<file path="src/rtl/instr_cache_refill_if.sv">
// instr_cache_refill_if: fetch-side and refill-memory signals of the instruction cache.
//   addr      fetch PC (word address)      data/hit  instruction and residency flag
//   mem_req   refill request               mem_addr  word address of the refill word
//   mem_rdata refill word                  mem_valid mem_rdata valid for current request
//   slave modport: cache side; master modport: fetch stage plus backing memory.
interface instr_cache_refill_if;
   logic [31:0] addr, data, mem_addr, mem_rdata;
   logic hit, mem_req, mem_valid;
   modport master(output addr, mem_rdata, mem_valid, input data, hit, mem_req, mem_addr);
   modport slave(input addr, mem_rdata, mem_valid, output data, hit, mem_req, mem_addr);
endinterface

</file>
<file path="src/rtl/instr_cache_refill.sv">
// instr_cache_refill: direct-mapped read-only instruction cache with line-refill FSM.
//   clk, rst         clock, synchronous active-high reset
//   bus (slave)      fetch addr/data/hit and refill mem_req/mem_addr/mem_rdata/mem_valid
//   hit_count, miss_count  statistics, present only when ICACHE_STATS_EN is defined
module instr_cache_refill #(
   parameter int LINES = 16,
   parameter int WORDS = 4
) (
   input logic clk,
   input logic rst,
   instr_cache_refill_if.slave bus
`ifdef ICACHE_STATS_EN
   ,
   output logic [31:0] hit_count,
   output logic [31:0] miss_count
`endif
);
   localparam int OB = $clog2(WORDS);
   localparam int IB = $clog2(LINES);
   localparam int TW = 32 - OB - IB;
   localparam logic [0:0] S_IDLE = 1'b0;
   localparam logic [0:0] S_REFILL = 1'b1;
   logic [0:0] state_q, state_d;
   logic [OB-1:0] wcnt_q, wcnt_d;
   logic [31:0] fill_base_q, fill_base_d;
   logic [TW-1:0] fill_tag_q, fill_tag_d;
   logic [LINES-1:0] valid_q;
   logic [TW-1:0] tag_q [LINES];
   logic [31:0] line_q [LINES][WORDS];
   logic [OB-1:0] off;
   logic [IB-1:0] idx, fill_idx;
   logic [TW-1:0] tag;
   logic miss, accept, last;
   assign off = bus.addr[OB-1:0];
   assign idx = bus.addr[OB+IB-1:OB];
   assign tag = bus.addr[31:OB+IB];
   assign fill_idx = fill_base_q[OB+IB-1:OB];
   assign bus.hit = state_q == S_IDLE && valid_q[idx] && tag_q[idx] == tag;
   assign bus.data = bus.hit ? line_q[idx][off] : '0;
   assign bus.mem_req = state_q == S_REFILL;
   // fill_base is line aligned, so OR-ing in the word counter is the sum
   assign bus.mem_addr = bus.mem_req ? (fill_base_q | 32'(wcnt_q)) : '0;
   assign miss = state_q == S_IDLE && !bus.hit;
   assign accept = bus.mem_req && bus.mem_valid;
   assign last = wcnt_q == OB'(WORDS - 1);
   always_comb begin
      state_d = miss ? S_REFILL : (accept && last) ? S_IDLE : state_q;
      wcnt_d = miss ? '0 : accept ? wcnt_q + 1'b1 : wcnt_q;
      fill_base_d = miss ? {bus.addr[31:OB], {OB{1'b0}}} : fill_base_q;
      fill_tag_d = miss ? tag : fill_tag_q;
   end
   always_ff @(posedge clk) begin
      if (rst) begin
         state_q <= S_IDLE;
         wcnt_q <= '0;
         fill_base_q <= '0;
         fill_tag_q <= '0;
         valid_q <= '0;
      end else begin
         state_q <= state_d;
         wcnt_q <= wcnt_d;
         fill_base_q <= fill_base_d;
         fill_tag_q <= fill_tag_d;
         // evict at the miss edge; the line only becomes valid once fully written
         if (miss) valid_q[idx] <= 1'b0;
         else if (accept && last) valid_q[fill_idx] <= 1'b1;
      end
   end
   // storage needs no reset: it is qualified by valid_q; a word arriving with rst is dropped
   always_ff @(posedge clk) begin
      if (!rst && accept) line_q[fill_idx][wcnt_q] <= bus.mem_rdata;
      if (!rst && accept && last) tag_q[fill_idx] <= fill_tag_q;
   end
`ifdef ICACHE_STATS_EN
   always_ff @(posedge clk) begin
      if (rst) begin
         hit_count <= '0;
         miss_count <= '0;
      end else begin
         if (bus.hit) hit_count <= hit_count + 32'd1;
         if (miss) miss_count <= miss_count + 32'd1;
      end
   end
`endif
endmodule
</file>
<file path="src/flat_wrapper.sv">
// flat-port wrapper written by rule: the top's interface ports become plain ports
module instr_cache_refill_flat 
#(
   parameter int LINES = 16,
   parameter int WORDS = 4
)
  (clk, rst, bus_addr, bus_mem_rdata, bus_mem_valid, bus_data, bus_hit, bus_mem_req, bus_mem_addr);
  instr_cache_refill_if bus_i ();
  input logic clk;
  input logic rst;
  input wire logic [$bits(bus_i.addr)-1:0] bus_addr;
  input wire logic [$bits(bus_i.mem_rdata)-1:0] bus_mem_rdata;
  input wire logic [$bits(bus_i.mem_valid)-1:0] bus_mem_valid;
  output wire logic [$bits(bus_i.data)-1:0] bus_data;
  output wire logic [$bits(bus_i.hit)-1:0] bus_hit;
  output wire logic [$bits(bus_i.mem_req)-1:0] bus_mem_req;
  output wire logic [$bits(bus_i.mem_addr)-1:0] bus_mem_addr;
  assign bus_i.addr = bus_addr;
  assign bus_i.mem_rdata = bus_mem_rdata;
  assign bus_i.mem_valid = bus_mem_valid;
  assign bus_data = bus_i.data;
  assign bus_hit = bus_i.hit;
  assign bus_mem_req = bus_i.mem_req;
  assign bus_mem_addr = bus_i.mem_addr;
  instr_cache_refill #(.LINES(LINES), .WORDS(WORDS)) u_core (.clk(clk), .rst(rst), .bus(bus_i));
endmodule
</file>
<file path="config.mk">
export PLATFORM = sky130hd
export DESIGN_NAME = instr_cache_refill_flat
export DESIGN_NICKNAME = d
export VERILOG_FILES = /design/src/rtl/instr_cache_refill_if.sv /design/src/rtl/instr_cache_refill.sv /design/src/flat_wrapper.sv
export SDC_FILE = /design/constraint.sdc
export NUM_CORES = 2
export LEC_CHECK = 0
export CORE_MARGIN = 8
export CORE_UTILIZATION = 55
export DETAILED_ROUTE_END_ITERATION = 10
export PLACE_DENSITY = 0.82
export SLEW_MARGIN = 0
export SYNTH_ARGS = -nofsm -noshare
export SYNTH_HDL_FRONTEND = slang
export SYNTH_SLANG_ARGS = --single-unit
</file>
<file path="constraint.sdc">
create_clock -name clk -period 13.19 [get_ports clk]
set_input_delay 2.638 -clock clk [delete_from_list [all_inputs] [get_ports clk]]
set_output_delay 2.638 -clock clk [all_outputs]
set_load 0.01 [all_outputs]
</file>
==> results.json <==
{
  "hold_class": "reg -> reg",
  "placement.io_buffers": 132,
  "finClkSkew_ns": 0.0377,
  "num-fill-cells": 10500,
  "synth_top_family_by_area": "multiplexers",
  "yosys_register_bits": 2513,
  "groute.layer.met3.usage": 0.0756,
  "min-delay-start": "u_core.valid_q[9]",
  "startpoint": "bus_addr[2]",
  "synth-warning-count": 0,
  "synth.cell_area_sq_um": 96800,
  "max_slew.worst_pin.slew_ns": 1.36,
  "worstSetupPathType": "in -> out",
  "cts_tree": "built",
  "max_slew_margin": 0.0961,
  "finalCoreUtilization": 0.618,
  "rows": 154,
  "timing.reg2reg.worst_path_depth": 8,
  "post_synth_main_area_contributors": "sky130_fd_sc_hd__edfxtp_1 76%, sky130_fd_sc_hd__mux4_2 18%, sky130_fd_sc_hd__dfxtp_1 1.0%",
  "num_vias": 50500,
  "dieArea_sq_um": 190000,
  "gr-usage-met1": 0.361,
  "unrepaired_setup_endpoints_after_global_routing": "no",
  "clock_sink_count": 2513,
  "yosysTopAreaCell": "sky130_fd_sc_hd__edfxtp_1",
  "chipHeight_um": 436,
  "outcome": "finished with violations",
  "leakagePower_nw": 33.6,
  "synth-async-reset-ratio": 0,
  "boundaryPins": 133,
  "routed_wl_um": 287000,
  "timing_max_transition_violations_final": 0,
  "power_density_nw_per_um2": 149,
  "syn-instance-count": 4014,
  "dpl.cell_count": 6372,
  "setup_tns_ns": 0,
  "cts_buffer_depth": 3,
  "viasPerCell": 7.42,
  "worstSkewPairLatency_ns": 0.88,
  "global_route.usage.met2": 0.474,
  "regToRegStartpoint": "u_core.tag_q[0][24]",
  "critPathMaxFanout": 59,
  "synth-simple-area-share": 0.0159,
  "grt_start_max_net_pins": 121,
  "post_cts_repair_setup_buffers": 0,
  "clkTransAtPathRegs_ns": 0.06,
  "ys_dominant_reg_cell": "sky130_fd_sc_hd__edfxtp_1",
  "synth_compound_area_frac": 0.00693,
  "worstReg2RegEnd": "u_core.valid_q[2]",
  "synthToLayoutAreaGrowth_pct": 12.1,
  "first_global_vias": 50000,
  "report.power.total_mw": 16.2,
  "clock_tree.htree_level_count": 4,
  "placeableCoreArea_sq_um": 176000,
  "timing.final.crit_period_ns": 10.93,
  "global_route_wire_length_before_repair_um": 396000,
  "layout-drive-gt1-share": 0.295,
  "ff2ff_setup_slack_ns": 8.94,
  "detail_route.drc_violations": 3,
  "mappedNetlistNets": 4085,
  "critPathArrivalTime_ns": 8.29,
  "tritoncts.num_buffers": 221,
  "cap_viol_max_count": 0,
  "initial_detailed_routing_violation_count": 9377,
  "routed_wire_length_per_instance_um": 42.1,
  "initial_utilization": 0.552,
  "cts-root-buf": "sky130_fd_sc_hd__clkbuf_16",
  "synth_sequential_area_ratio": 0.774,
  "failed_checks": "DRC",
  "place.gp.congestion": 0.822,
  "synth-edff-count": 2464,
  "whs_endpoint": "u_core.valid_q[9]",
  "yosys.area_share.xor_xnor": 0.00344,
  "gr-usage-all-layers": 0.295,
  "layoutNonFillerInstCount": 6810,
  "yosys.area_share.adder": 0.000517,
  "whs_path_depth": 2,
  "layout_worst_path_cycle_share": 0.829,
  "synth_top_area_frac": 0.764,
  "syn_avg_cell_area_sq_um": 24.1,
  "setup.worst_path.end_class": "output port",
  "post_cts_resize_count": 0,
  "detailed_place_hpwl_um": 133000,
  "grt_antenna_before_repair": 39,
  "drt.antenna.violating_nets": 0,
  "final_count_of_hold_timing_violations": 0,
  "worst_ir_drop_vdd_v": 0.000178,
  "setup_viol_count_final": 0,
  "finish.net_count": 4326,
  "grt_remaining_overflow": 0,
  "first_pass_iters": 9,
  "netlist-cell-type-count": 58,
  "synthMuxAreaShare": 0.188,
  "global_route.peak_usage_layer": "met2",
  "holdBufCountCts": 0,
  "cp_data_required_time_ns": 10.55,
  "fp.dieW_um": 436,
  "fmaxAchievable_mhz": 91.5,
  "critical_path.startpoint_type": "input pin"
}
==> cells in the final DEF (no fill, tap or decap), types with 4 or more instances in the layout <==
cell / count
sky130_fd_sc_hd__nand2_1: 28
sky130_fd_sc_hd__edfxtp_1: 2464
sky130_fd_sc_hd__buf_8: 4
sky130_fd_sc_hd__ha_1: 4
sky130_fd_sc_hd__dfxtp_1: 48
sky130_fd_sc_hd__xor2_1: 10
sky130_fd_sc_hd__and3_1: 32
sky130_fd_sc_hd__inv_6: 5
sky130_fd_sc_hd__a31oi_1: 22
sky130_fd_sc_hd__a22o_1: 4
sky130_fd_sc_hd__buf_4: 98
sky130_fd_sc_hd__o21ai_0: 5
sky130_fd_sc_hd__clkinvlp_4: 11
sky130_fd_sc_hd__xnor2_1: 28
sky130_fd_sc_hd__buf_12: 6
sky130_fd_sc_hd__a22oi_1: 11
sky130_fd_sc_hd__o21bai_1: 16
sky130_fd_sc_hd__buf_2: 35
sky130_fd_sc_hd__clkbuf_8: 6
sky130_fd_sc_hd__inv_1: 9
sky130_fd_sc_hd__nor2_4: 64
sky130_fd_sc_hd__diode_2: 29
sky130_fd_sc_hd__clkbuf_16: 225
sky130_fd_sc_hd__clkinv_2: 49
sky130_fd_sc_hd__mux4_2: 770
sky130_fd_sc_hd__and2_1: 36
sky130_fd_sc_hd__nor2_1: 17
sky130_fd_sc_hd__nor2b_1: 10
sky130_fd_sc_hd__nand3_1: 19
sky130_fd_sc_hd__mux2i_1: 82
sky130_fd_sc_hd__clkinv_1: 42
sky130_fd_sc_hd__nand2b_1: 64
sky130_fd_sc_hd__clkdlybuf4s50_1: 93
sky130_fd_sc_hd__o22ai_1: 4
sky130_fd_sc_hd__clkbuf_1: 42
sky130_fd_sc_hd__nor3_1: 6
sky130_fd_sc_hd__bufinv_16: 26
==> worst max path at each step <==
stage	to	slack (ns)
after floorplan	bus_data[10]	5.02
after global placement	bus_data[17]	2.59
after detailed placement	bus_data[17]	2.50
after CTS	bus_data[17]	2.41
after global routing	bus_data[22]	2.18
final	bus_data[22]	2.26
==> power by group <==
| part | internal (mW) | total, mW | switching, mW | leakage [nW] |
|---|---|---|---|---|
| logic | 0.309 | 0.764 | 0.455 | 7.48 |
| clock network | 3.66 | 6.63 | 2.97 | 3.53 |
| registers | 8.78 | 8.81 | 0.0314 | 22.6 |
| total | 12.7 | 16.2 | 3.46 | 33.6 |
==> cells in the mapped netlist (all sizes together) (3+ instances only) <==
cell,n
and2,36
o21ai,5
and3,32
nand2,29
a22o,4
clkbuf,88
mux4,770
nor3,7
o22ai,4
xor2,10
xnor2,28
a31oi,22
mux2i,82
edfxtp,2464
dfxtp,49
a22oi,11
a211oi,4
ha,4
nand2b,64
buf,130
a2111oi,3
nand3,19
a21oi,3
inv,9
nor2,81
nor2b,10
o21bai,16
==> cell type report <==
| type | count | area [sq um] | share of cell area |
|---|---|---|---|
| clock buffers | 273 | 5870 | 0.0541 |
| inverters | 9 | 33.8 | 0.000311 |
| multi-input cells | 1274 | 21300 | 0.196 |
| diodes | 29 | 72.6 | 0.000669 |
| well taps | 2340 | 2930 | 0.0270 |
| clock inverters | 136 | 1350 | 0.0125 |
| flip-flops and latches | 2513 | 75000 | 0.691 |
| repair buffers | 236 | 2020 | 0.0186 |
==> worst max-delay path, stage by stage <==
cell                              delay, ns
sky130_fd_sc_hd__buf_8                 0.48
sky130_fd_sc_hd__buf_4                 0.85
sky130_fd_sc_hd__mux2i_1               0.32
sky130_fd_sc_hd__xnor2_1               0.09
sky130_fd_sc_hd__nor4_1                0.61
sky130_fd_sc_hd__o2111ai_1             0.31
sky130_fd_sc_hd__nor3_4                1.04
sky130_fd_sc_hd__buf_4                 0.45
sky130_fd_sc_hd__and3_1                0.62
sky130_fd_sc_hd__clkdlybuf4s50_1       0.69
==> metrics by stage <==
| step | hold WS [ns] | instance area (sq um) | setup WS [ns] |
|---|---|---|---|
| 2_1_floorplan | 0.491 | 96800 | 5.02 |
| 3_3_place_gp | 0.500 | 101000 | 2.59 |
| 3_5_place_dp | 0.512 | 101000 | 2.50 |
| 4_1_cts | 0.527 | 108000 | 2.41 |
| 5_1_grt | 0.552 | 108000 | 2.18 |
| 6_report | 0.529 | 109000 | 2.26 |
==> cell families after synthesis <==
| group | Yosys count |
|---|---|
| multiplexers | 852 |
| AND/OR/NAND/NOR | 291 |
| buffers and inverters | 227 |
| adder cells (fa/ha/maj) | 4 |
| flip-flops | 2513 |
| XOR/XNOR | 38 |
| AO/OA/AOI/OAI | 89 |
==> registers in the layout, summed over array words and instances, names as in the netlist <==
signal              cells
u_core.line_q        2048
u_core.fill_tag_q      25
u_core.valid_q         16
u_core.wcnt_q           2
u_core.fill_base_q      5
u_core.tag_q          416
u_core.bus.mem_req      1
==> layer usage <==
metal	share of wire	wire length, um
met3	0.13	37500
met4	0.079	22700
met2	0.48	138000
met5	0.00066	190
met1	0.31	88600
(Power assumes the default switching activity.)
